===== src/rtl/fp_to_int.sv =====
// IEEE-754 single to signed int32 converter: iterative 1-bit/cycle shifter,
// selectable rounding, NaN/overflow flagging, valid/ready on both sides.
module fp_to_int #(
   parameter int unsigned RSHIFT_CAP = 26,
   parameter logic [31:0] NAN_VALUE  = 32'h8000_0000
) (
   input  logic        clk,
   input  logic        rst_n,
   input  logic        in_valid,
   output logic        in_ready,
   input  logic [31:0] A,
   input  logic [1:0]  round_mode,
   output logic        out_valid,
   input  logic        out_ready,
   output logic [31:0] resultCvt,
   output logic        errorCvt,
   output logic        overflowCvt
);

   typedef enum logic [1:0] {IDLE, SHIFT, ROUND, DONE} state_t;

   typedef struct packed {
      logic        sign;
      logic [7:0]  exp;
      logic [22:0] frac;
   } fp_t;

   localparam logic [7:0] CAP8 = 8'(RSHIFT_CAP);

   state_t      state;
   fp_t         op;
   logic [32:0] mag;
   logic        guard;
   logic        sticky;
   logic        shl;
   logic [1:0]  rmode;
   logic [7:0]  cnt;

   // shift plan decoded from the raw operand at accept
   logic [7:0]  a_exp;
   logic [7:0]  rs_amt;
   logic [7:0]  n_shift;
   logic        n_left;

   always_comb begin
      a_exp   = A[30:23];
      rs_amt  = 8'd150 - a_exp;
      n_shift = 8'd0;
      n_left  = 1'b0;
      if (a_exp >= 8'd151 && a_exp <= 8'd157) begin
         n_left  = 1'b1;
         n_shift = a_exp - 8'd150;
      end else if (a_exp >= 8'd1 && a_exp <= 8'd150) begin
         n_shift = (rs_amt > CAP8) ? CAP8 : rs_amt;
      end
   end

   // rounding and result selection, consumed in ROUND
   logic        inc;
   logic [32:0] mag_rnd;
   logic [31:0] mag_neg;
   logic [31:0] sat_val;
   logic        rnd_ovf;
   logic [31:0] fin_res;
   logic        fin_err;
   logic        fin_ovf;

   always_comb begin
      inc = 1'b0;
      case (rmode)
         2'b00:   inc = !op.sign && (guard | sticky);
         2'b01:   inc = op.sign && (guard | sticky);
         2'b10:   inc = guard && (sticky | mag[0]);
         default: inc = guard | sticky;
      endcase
      mag_rnd = mag + {32'd0, inc};
      mag_neg = ~mag_rnd[31:0] + 32'd1;
      rnd_ovf = op.sign ? (mag_rnd > 33'h0_8000_0000) : (mag_rnd > 33'h0_7FFF_FFFF);
      sat_val = op.sign ? 32'h8000_0000 : 32'h7FFF_FFFF;

      fin_res = 32'd0;
      fin_err = 1'b0;
      fin_ovf = 1'b0;
      if (op.exp == 8'd255 && op.frac != 23'd0) begin
         fin_res = NAN_VALUE;
         fin_err = 1'b1;
      end else if (op.exp == 8'd255) begin
         fin_res = sat_val;
         fin_ovf = 1'b1;
      end else if (op.exp >= 8'd158) begin
         // -2^31 is the only representable value at or above this exponent
         if (op.sign && op.exp == 8'd158 && op.frac == 23'd0) begin
            fin_res = 32'h8000_0000;
         end else begin
            fin_res = sat_val;
            fin_ovf = 1'b1;
         end
      end else if (op.exp == 8'd0) begin
         fin_res = 32'd0;
      end else if (rnd_ovf) begin
         fin_res = sat_val;
         fin_ovf = 1'b1;
      end else begin
         fin_res = op.sign ? mag_neg : mag_rnd[31:0];
      end
   end

   always_ff @(posedge clk) begin
      if (!rst_n) begin
         state       <= IDLE;
         in_ready    <= 1'b1;
         out_valid   <= 1'b0;
         resultCvt   <= 32'd0;
         errorCvt    <= 1'b0;
         overflowCvt <= 1'b0;
         op          <= '0;
         mag         <= 33'd0;
         guard       <= 1'b0;
         sticky      <= 1'b0;
         shl         <= 1'b0;
         rmode       <= 2'b00;
         cnt         <= 8'd0;
      end else begin
         case (state)
            IDLE: begin
               if (in_valid) begin
                  op          <= fp_t'(A);
                  mag         <= {9'd0, 1'b1, A[22:0]};
                  guard       <= 1'b0;
                  sticky      <= 1'b0;
                  rmode       <= round_mode;
                  shl         <= n_left;
                  cnt         <= n_shift;
                  errorCvt    <= 1'b0;
                  overflowCvt <= 1'b0;
                  in_ready    <= 1'b0;
                  state       <= (n_shift != 8'd0) ? SHIFT : ROUND;
               end
            end
            SHIFT: begin
               if (shl) begin
                  mag <= mag << 1;
               end else begin
                  // bits past the cap drain through guard into sticky
                  mag    <= mag >> 1;
                  guard  <= mag[0];
                  sticky <= sticky | guard;
               end
               cnt <= cnt - 8'd1;
               if (cnt == 8'd1) state <= ROUND;
            end
            ROUND: begin
               resultCvt   <= fin_res;
               errorCvt    <= fin_err;
               overflowCvt <= fin_ovf;
               out_valid   <= 1'b1;
               state       <= DONE;
            end
            DONE: begin
               if (out_ready) begin
                  out_valid <= 1'b0;
                  in_ready  <= 1'b1;
                  state     <= IDLE;
               end
            end
            default: state <= IDLE;
         endcase
      end
   end

endmodule


===== config.mk =====
export PLATFORM = sky130hd
export DESIGN_NAME = fp_to_int
export DESIGN_NICKNAME = d
export VERILOG_FILES = /design/src/rtl/fp_to_int.sv
export SDC_FILE = /design/constraint.sdc
export NUM_CORES = 1
export LEC_CHECK = 0
export CAP_MARGIN = 40
export CELL_PAD_IN_SITES_DETAIL_PLACEMENT = 1
export CELL_PAD_IN_SITES_GLOBAL_PLACEMENT = 2
export CORE_MARGIN = 2
export CORE_UTILIZATION = 30
export CTS_BUF_LIST = sky130_fd_sc_hd__clkbuf_16
export DETAILED_ROUTE_END_ITERATION = 10
export PLACE_DENSITY_LB_ADDON = 0.1
export SLEW_MARGIN = 5
export SYNTH_ARGS = -nofsm -noshare
export SYNTH_HDL_FRONTEND = slang
export SYNTH_SLANG_ARGS = --single-unit

===== constraint.sdc =====
create_clock -name clk -period 4.8 [get_ports clk]
set_clock_uncertainty 0.15 [all_clocks]
set_input_delay 0.72 -clock clk [delete_from_list [all_inputs] [get_ports clk]]
set_output_delay 0.72 -clock clk [all_outputs]
set_load 0.02 [all_outputs]

Word level (Yosys, flattened, before mapping)

Cells that the tools add are included.

Output and inout port bits: 36
Input bits: 38
Register bits: 116

Eq/ne operators: 12
Order comparisons: 8
Reduce and logical (&&, ||, !) cells: 26
Bitwise operators: 3
$add $sub $neg: 5
Muxes and demuxes: 42

Operators by type and width:

| cell                                                                    | number |
|---|---|
| 32-bit 2-to-1 mux                                                       | 8 |
| 33-bit 2-to-1 mux                                                       | 2 |
| 33-bit one-hot mux with 2 select lines                                  | 1 |
| 33-bit by 1-bit adder with 33-bit output                                | 1 |
| 33-bit by 31-bit > comparator with 1-bit output (second input constant) | 1 |
| 33-bit by 32-bit > comparator with 1-bit output (second input constant) | 1 |
| 32-bit by 1-bit adder with 32-bit output (second input constant)        | 1 |
| 8-bit 2-to-1 mux                                                        | 4 |
| 32-bit inverter                                                         | 1 |
| 23-bit logical NOT                                                      | 1 |
| 23-bit nonzero test                                                     | 1 |
| 8-bit == test (second input constant)                                   | 2 |
| 8-bit >= comparator (second input constant)                             | 2 |
| 8-bit less-or-equal comparator (second input constant)                  | 2 |
| 8-bit one-hot mux with 2 select lines                                   | 1 |
| 1-bit 2-to-1 mux                                                        | 14 |
| 1-bit one-hot mux with 2 select lines                                   | 6 |
| 3-bit AND reduction                                                     | 3 |
| 8-bit by 1-bit == test with 1-bit output (second input constant)        | 1 |
| 8-bit by 1-bit >= comparator with 1-bit output (second input constant)  | 1 |
| 8-bit by 5-bit > comparator with 1-bit output (second input constant)   | 1 |
| 1-bit logical AND                                                       | 8 |
| 8-bit logical NOT                                                       | 1 |
| 2-bit 2-to-1 mux                                                        | 4 |
| other kinds (14)                                                        | 28 |

Logic depth before layout (Yosys ltp)

Depth in word-level cells: 12
Gate-level depth with buffers: 21
Gate-level depth less buffers: 15

Worst setup path after synthesis

No wires, ideal clock.

Path type: reg2reg
Start point: reg op[31] in the netlist's numbering
End point: reg resultCvt[16]
Setup slack: -123 ps
Stages on the path, launching flop included: 20
Arrival: 4,651 ps
Clock period less this slack: 4,923 ps
Buffers on the path: 5
Data required time: 4,528 ps
Cell sequence: dfxtp_1 -> clkbuf_1 -> clkbuf_1 -> clkbuf_1 -> nor2_1 -> nand2_1 -> o21ai_0 -> a21oi_1 -> ha_1 -> ha_1 -> nand3_1 -> or4_1 -> nor3_1 -> and4b_1 -> o221ai_2 -> o41a_1 -> buf_6 -> or2_1 -> buf_6 -> o311a_1

Longest elaborated chain between the ends: 12
Elaborated cells between the ends (all ways): 20
Those cells by class: add/sub: 2; order compare: 2; mux: 10; bitwise: 1; reduce/logical: 5

RTL lines:

| item                                     | line | RTL |
|---|---|---|
| start: declaration                       | 31   | `fp_t op;` |
| start signal: assignment                 | 127  | `op <= fp_t'(A);` |
| 1-bit logical NOT                        | 71   | `2'b00: inc = !op.sign && (guard \| sticky);` |
| 1-bit logical AND                        | 71   |  |
| 1-bit one-hot mux with 3 select lines    | 70   | `case (rmode)` |
| 33-bit by 1-bit adder with 33-bit output | 76   | `mag_rnd = mag + {32'd0, inc};` |
| 32-bit inverter                          | 77   | `mag_neg = ~mag_rnd[31:0] + 32'd1;` |
| 32-bit by 1-bit adder with 32-bit output | 77   |  |
| 32-bit 2-to-1 mux                        | 104  | `fin_res = op.sign ? mag_neg : mag_rnd[31:0];` |
| 32-bit 2-to-1 mux                        | 100  | `end else if (rnd_ovf) begin` |
| 32-bit 2-to-1 mux                        | 98   | `end else if (op.exp == 8'd0) begin` |
| 32-bit 2-to-1 mux                        | 90   | `end else if (op.exp >= 8'd158) begin` |
| 32-bit 2-to-1 mux (*)                    | 87   | `end else if (op.exp == 8'd255) begin` |
| 32-bit 2-to-1 mux (*)                    | 84   | `if (op.exp == 8'd255 && op.frac != 23'd0) begin` |
| end signal: assignment                   | 153  | `resultCvt <= fin_res;` |
| end: declaration                         | 15   | `output logic [31:0] resultCvt,` |

Mark *: on every way between the ends. The rest lies on a longest branch, timed or not.
A chain may end at the register's enable or synchronous reset.

Worst setup path after layout

Start point: reg rmode[1]
End point: reg resultCvt[20]

Longest elaborated chain between the ends: 11
Elaborated cells between the ends (all ways): 16
Those cells by class: add/sub: 2; order compare: 2; eq/ne: 2; mux: 8; bitwise: 1; reduce/logical: 1

RTL lines:

| item                                         | line | RTL |
|---|---|---|
| start: declaration                           | 36   | `logic [1:0] rmode;` |
| start signal: assignment                     | 131  | `rmode <= round_mode;` |
| 2-bit == test, or another cell as far along  | 70   |  |
| 1-bit one-hot mux with 3 select lines (*)    | 70   |  |
| 33-bit by 1-bit adder with 33-bit output (*) | 76   |  |
| 32-bit inverter                              | 77   |  |
| 32-bit by 1-bit adder with 32-bit output     | 77   |  |
| 32-bit 2-to-1 mux                            | 104  |  |
| 32-bit 2-to-1 mux (*)                        | 100  |  |
| 32-bit 2-to-1 mux (*)                        | 98   |  |
| 32-bit 2-to-1 mux (*)                        | 90   |  |
| 32-bit 2-to-1 mux (*)                        | 87   |  |
| 32-bit 2-to-1 mux (*)                        | 84   |  |

Marked as above.

==> metrics.md <==
| Metric | Value |
|---|---|
| Initial antenna violation count | 0 |
| Overflow after GRT | 0 |
| Placement Cell Area | 0.008786 mm^2 |
| Final number of setup-violating endpoints | 0 |
| Layout cells sized above 1 | 0.08212 |
| Clk pwr share | 0.263 |
| CTS max path bufs | 2 |
| H-tree levels | 4 |
| PD cells | around 510 mW/mm^2 |
| Clk slew on worst S/H paths | 70 ps |
| Final nets | 1137 |
| Post-synth ARST share | 0 |
| CP Class | flop to flop |
| Top_reg_cell synth | dfxtp_1 |
| Vias | between 7000 and 8000 |
| Sw frac | 0.4538 |
| Area Growth Syn to Fin | 21.13% |
| Tightest Pin Transition | 706.1 ps |
| Residual DRC | 0 |
| Total wire length after detailed routing | 26330 um |
| Crit start category | flop |
| Min cycle time layout | around 4400 ps |
| First-pass GRT wire length | 42410 um |
| Initial core utilization | 0.3067 |
| WP data arrival | approximately 4600 ps |
| Maximum vdd ir drop | 0.1915 mV |
| Unrepaired setup endpoints after global routing | false |
| Req. time, crit path | 4960 ps |
| Ant diodes | 0 |
| Clk sinks | about 120 |
| IO buf count | 73 |
| Vias in the first global route | 7526 |
| Syn nets | 1101 |
| Cell Area, Synth | 0.007745 mm^2 |
| Synth Instances | about 1000 |
| Yosys warnings | 0 |
| Routability cong. | 0.8344 |
| Clk_lat worst skew | roughly 430 ps |
| Largest net degree at the start of global routing | 75 |
| CTS Buf Count | 17 |
| Full die area | approximately 0.027 mm^2 |
| DR vias/cell | 5.349 |
| Final period util | 0.9256 |
| Post-DP HPWL | 19250 um |
| CORE AREA | 0.02525 mm^2 |
| CTS Hold Bufs | 0 |
| Sequential fraction of the synthesis area | 0.2998 |
| Final Max Tran Viols | 0 |
| Switching power | approximately 2200 uW |
| Die W | ~160 um |
| Leak Pwr | 0.003204 uW |
| Drt pass-1 iters | 4 |
| Relative slew slack | 0.5249 |
| Iteration-0 DRC Markers | 439 |
| WL/cell | approximately 18 um |
| EDFF count, synth | 0 |
| Post-Layout Inst Area | around 0.0094 mm^2 |
| Total negative slack | 0 ps |
| Syn avg cell area | 7.397 um^2 |
| Max Cap Viol | 0 |
| Sequential power share | 0.282 |
| Crit. End Element | flop |
| Fmax | roughly 0.23 GHz |
| FILL cells | 3090 |
| Internal power | 2599 uW |
| Yosys cell types | 76 |
| GR Util All Layers | 0.1987 |
| CTS tree | yes |
| Status | complete, no violations |
| Number of synthesized register bits | 116 |
| Final Util | 0.3715 |
| Hold Fails Final Rpt | 0 |
| Critical Path Fanout Max | 8 |
| Hold WC Path Type | flop to flop |
| I/O Pins | 74 |
| CTS root buffer | clkbuf_16 |
| Die H | 164.7 um |
| Site Rows | 58 |
| Combinational cell fraction of total power | 0.455 |
| Final ANT Viol Nets | 0 |
cells in the mapped netlist, types with 12 or more instances:
cell type  instances  share of area
o21ai_0           44          0.028
inv_1             27          0.013
clkbuf_1          60          0.029
nor4_1            22          0.018
nor3_1            31          0.020
xor2_1            22          0.025
nand3_1           30          0.019
mux2i_1           28          0.036
a31oi_1           15          0.012
dfxtp_1          116           0.30
ha_1              16          0.026
a21o_1            12          0.012
xnor2_1           39          0.044
nor2_1            67          0.032
nand2b_1          12         0.0097
o211ai_1          31          0.030
nand2_1          173          0.084
a21oi_1          111          0.072
worst max-delay path, cell delays in order (launching register included):
cell	delay (ps)
dfxtp_1	360
nor2_1	70
nand2_1	60
o21ai_0	70
a21oi_1	130
ha_1	290
ha_1	210
nand3_1	240
or4_4	620
nor3_1	240
xnor2_1	280
nand4_1	260
o41a_1	600
or2_1	370
o311a_1	370
flip-flops by register name, summed over array words and instances (netlist names):
signal	cells
shl	1
op	32
sticky	1
resultCvt	32
errorCvt	1
out_valid	1
rmode	2
mag	33
guard	1
cnt	8
in_ready	1
state	2
overflowCvt	1
metrics by stage:
step / std cells / total power [uW] / worst slack (ps) / hold WS, ps
6_report: 1426 / 4759 / 356.9 / 307.5
5_1_grt: 1426 / 5131 / 19.66 / 334.9
4_1_cts: 1424 / 4827 / 172.1 / 312.8
3_5_place_dp: 1392 / 3541 / -58.00 / 302.5
3_3_place_gp: 1390 / 3504 / 57.44 / 294.2
2_1_floorplan: 1047 / 2817 / 52.72 / 286.0
power by group through the flow:
| stage | logic (uW) | clock network [uW] | registers (uW) |
|---|---|---|---|
| 3_5_place_dp | 2180 | 0 | 1360 |
| 6_report | 2160 | 1250 | 1340 |
| 4_1_cts | 2190 | 1290 | 1340 |
| 5_1_grt | 2430 | 1330 | 1380 |
| 2_1_floorplan | 1530 | 0 | 1290 |
| 3_3_place_gp | 2140 | 0 | 1360 |
what timing repair did:
| action | CTS | global route |
|---|---|---|
| buffers inserted | 0 | 2 |
| endpoints found under the hold margin | 0 | 0 |
| endpoints found under the setup margin | 17 | 26 |
| gates resized for setup | 1 | 3 |
| pin swaps | 0 | 2 |
routing by layer:
metal  GRT usage  wire length (um)
met5           0                 0
met4     0.04190               172
met3     0.02888               700
met2      0.3127             11820
met1      0.2878             13630
layout make-up:
type / count / area (um^2) / area share
Clock buffer: 17 / 425.4 / 0.04535
Clock inverter: 15 / 133.9 / 0.01427
Inverter: 28 / 105.1 / 0.01120
Multi-Input combinational cell: 819 / 4995 / 0.5324
Sequential cell: 116 / 2323 / 0.2477
Tap cell: 330 / 412.9 / 0.04401
Timing Repair Buffer: 101 / 985.9 / 0.1051
path summary, 6_finish.rpt:
check | from | to | slack, ps | cells after the start
max | rmode[1]$_SDFFE_PN0P_ | resultCvt[20]$_SDFFE_PN0P_ | 360 | 14
min | op[12]$_SDFFE_PN0P_ | op[12]$_SDFFE_PN0P_ | 310 | 2
max reg2reg | rmode[1]$_SDFFE_PN0P_ | resultCvt[20]$_SDFFE_PN0P_ | 360 | 14
min reg2reg | op[12]$_SDFFE_PN0P_ | op[12]$_SDFFE_PN0P_ | 310 | 2
logic make-up after synthesis:
family	Yosys count	synth area share
simple gates	421	0.2664
flops	116	0.2998
mux	28	0.03619
buf+inv	112	0.06107
compound gates	293	0.2417
fa+ha+maj	16	0.02585
xor+xnor	61	0.06898
layout by cell type (no fill, tap or decap), drive strengths merged, types with 6 or more instances in the layout:
| cell | instances |
|---|---|
| nand2 | 173 |
| nor2 | 68 |
| xnor2 | 39 |
| xor2 | 22 |
| clkdlybuf4s50 | 73 |
| a21oi | 111 |
| o311a | 6 |
| or3 | 7 |
| a311oi | 7 |
| a31oi | 15 |
| ha | 16 |
| and3 | 9 |
| nand4 | 12 |
| a21o | 12 |
| clkbuf | 17 |
| nand3 | 30 |
| nor4 | 24 |
| buf | 28 |
| nor2b | 9 |
| o22ai | 8 |
| nand2b | 12 |
| o21ai | 47 |
| mux2i | 28 |
| o31ai | 9 |
| and4 | 6 |
| nor3 | 31 |
| a221oi | 9 |
| and2 | 12 |
| dfxtp | 116 |
| o211ai | 31 |
| inv | 37 |
| or2 | 8 |
Power figures use the tool's default switching activity.
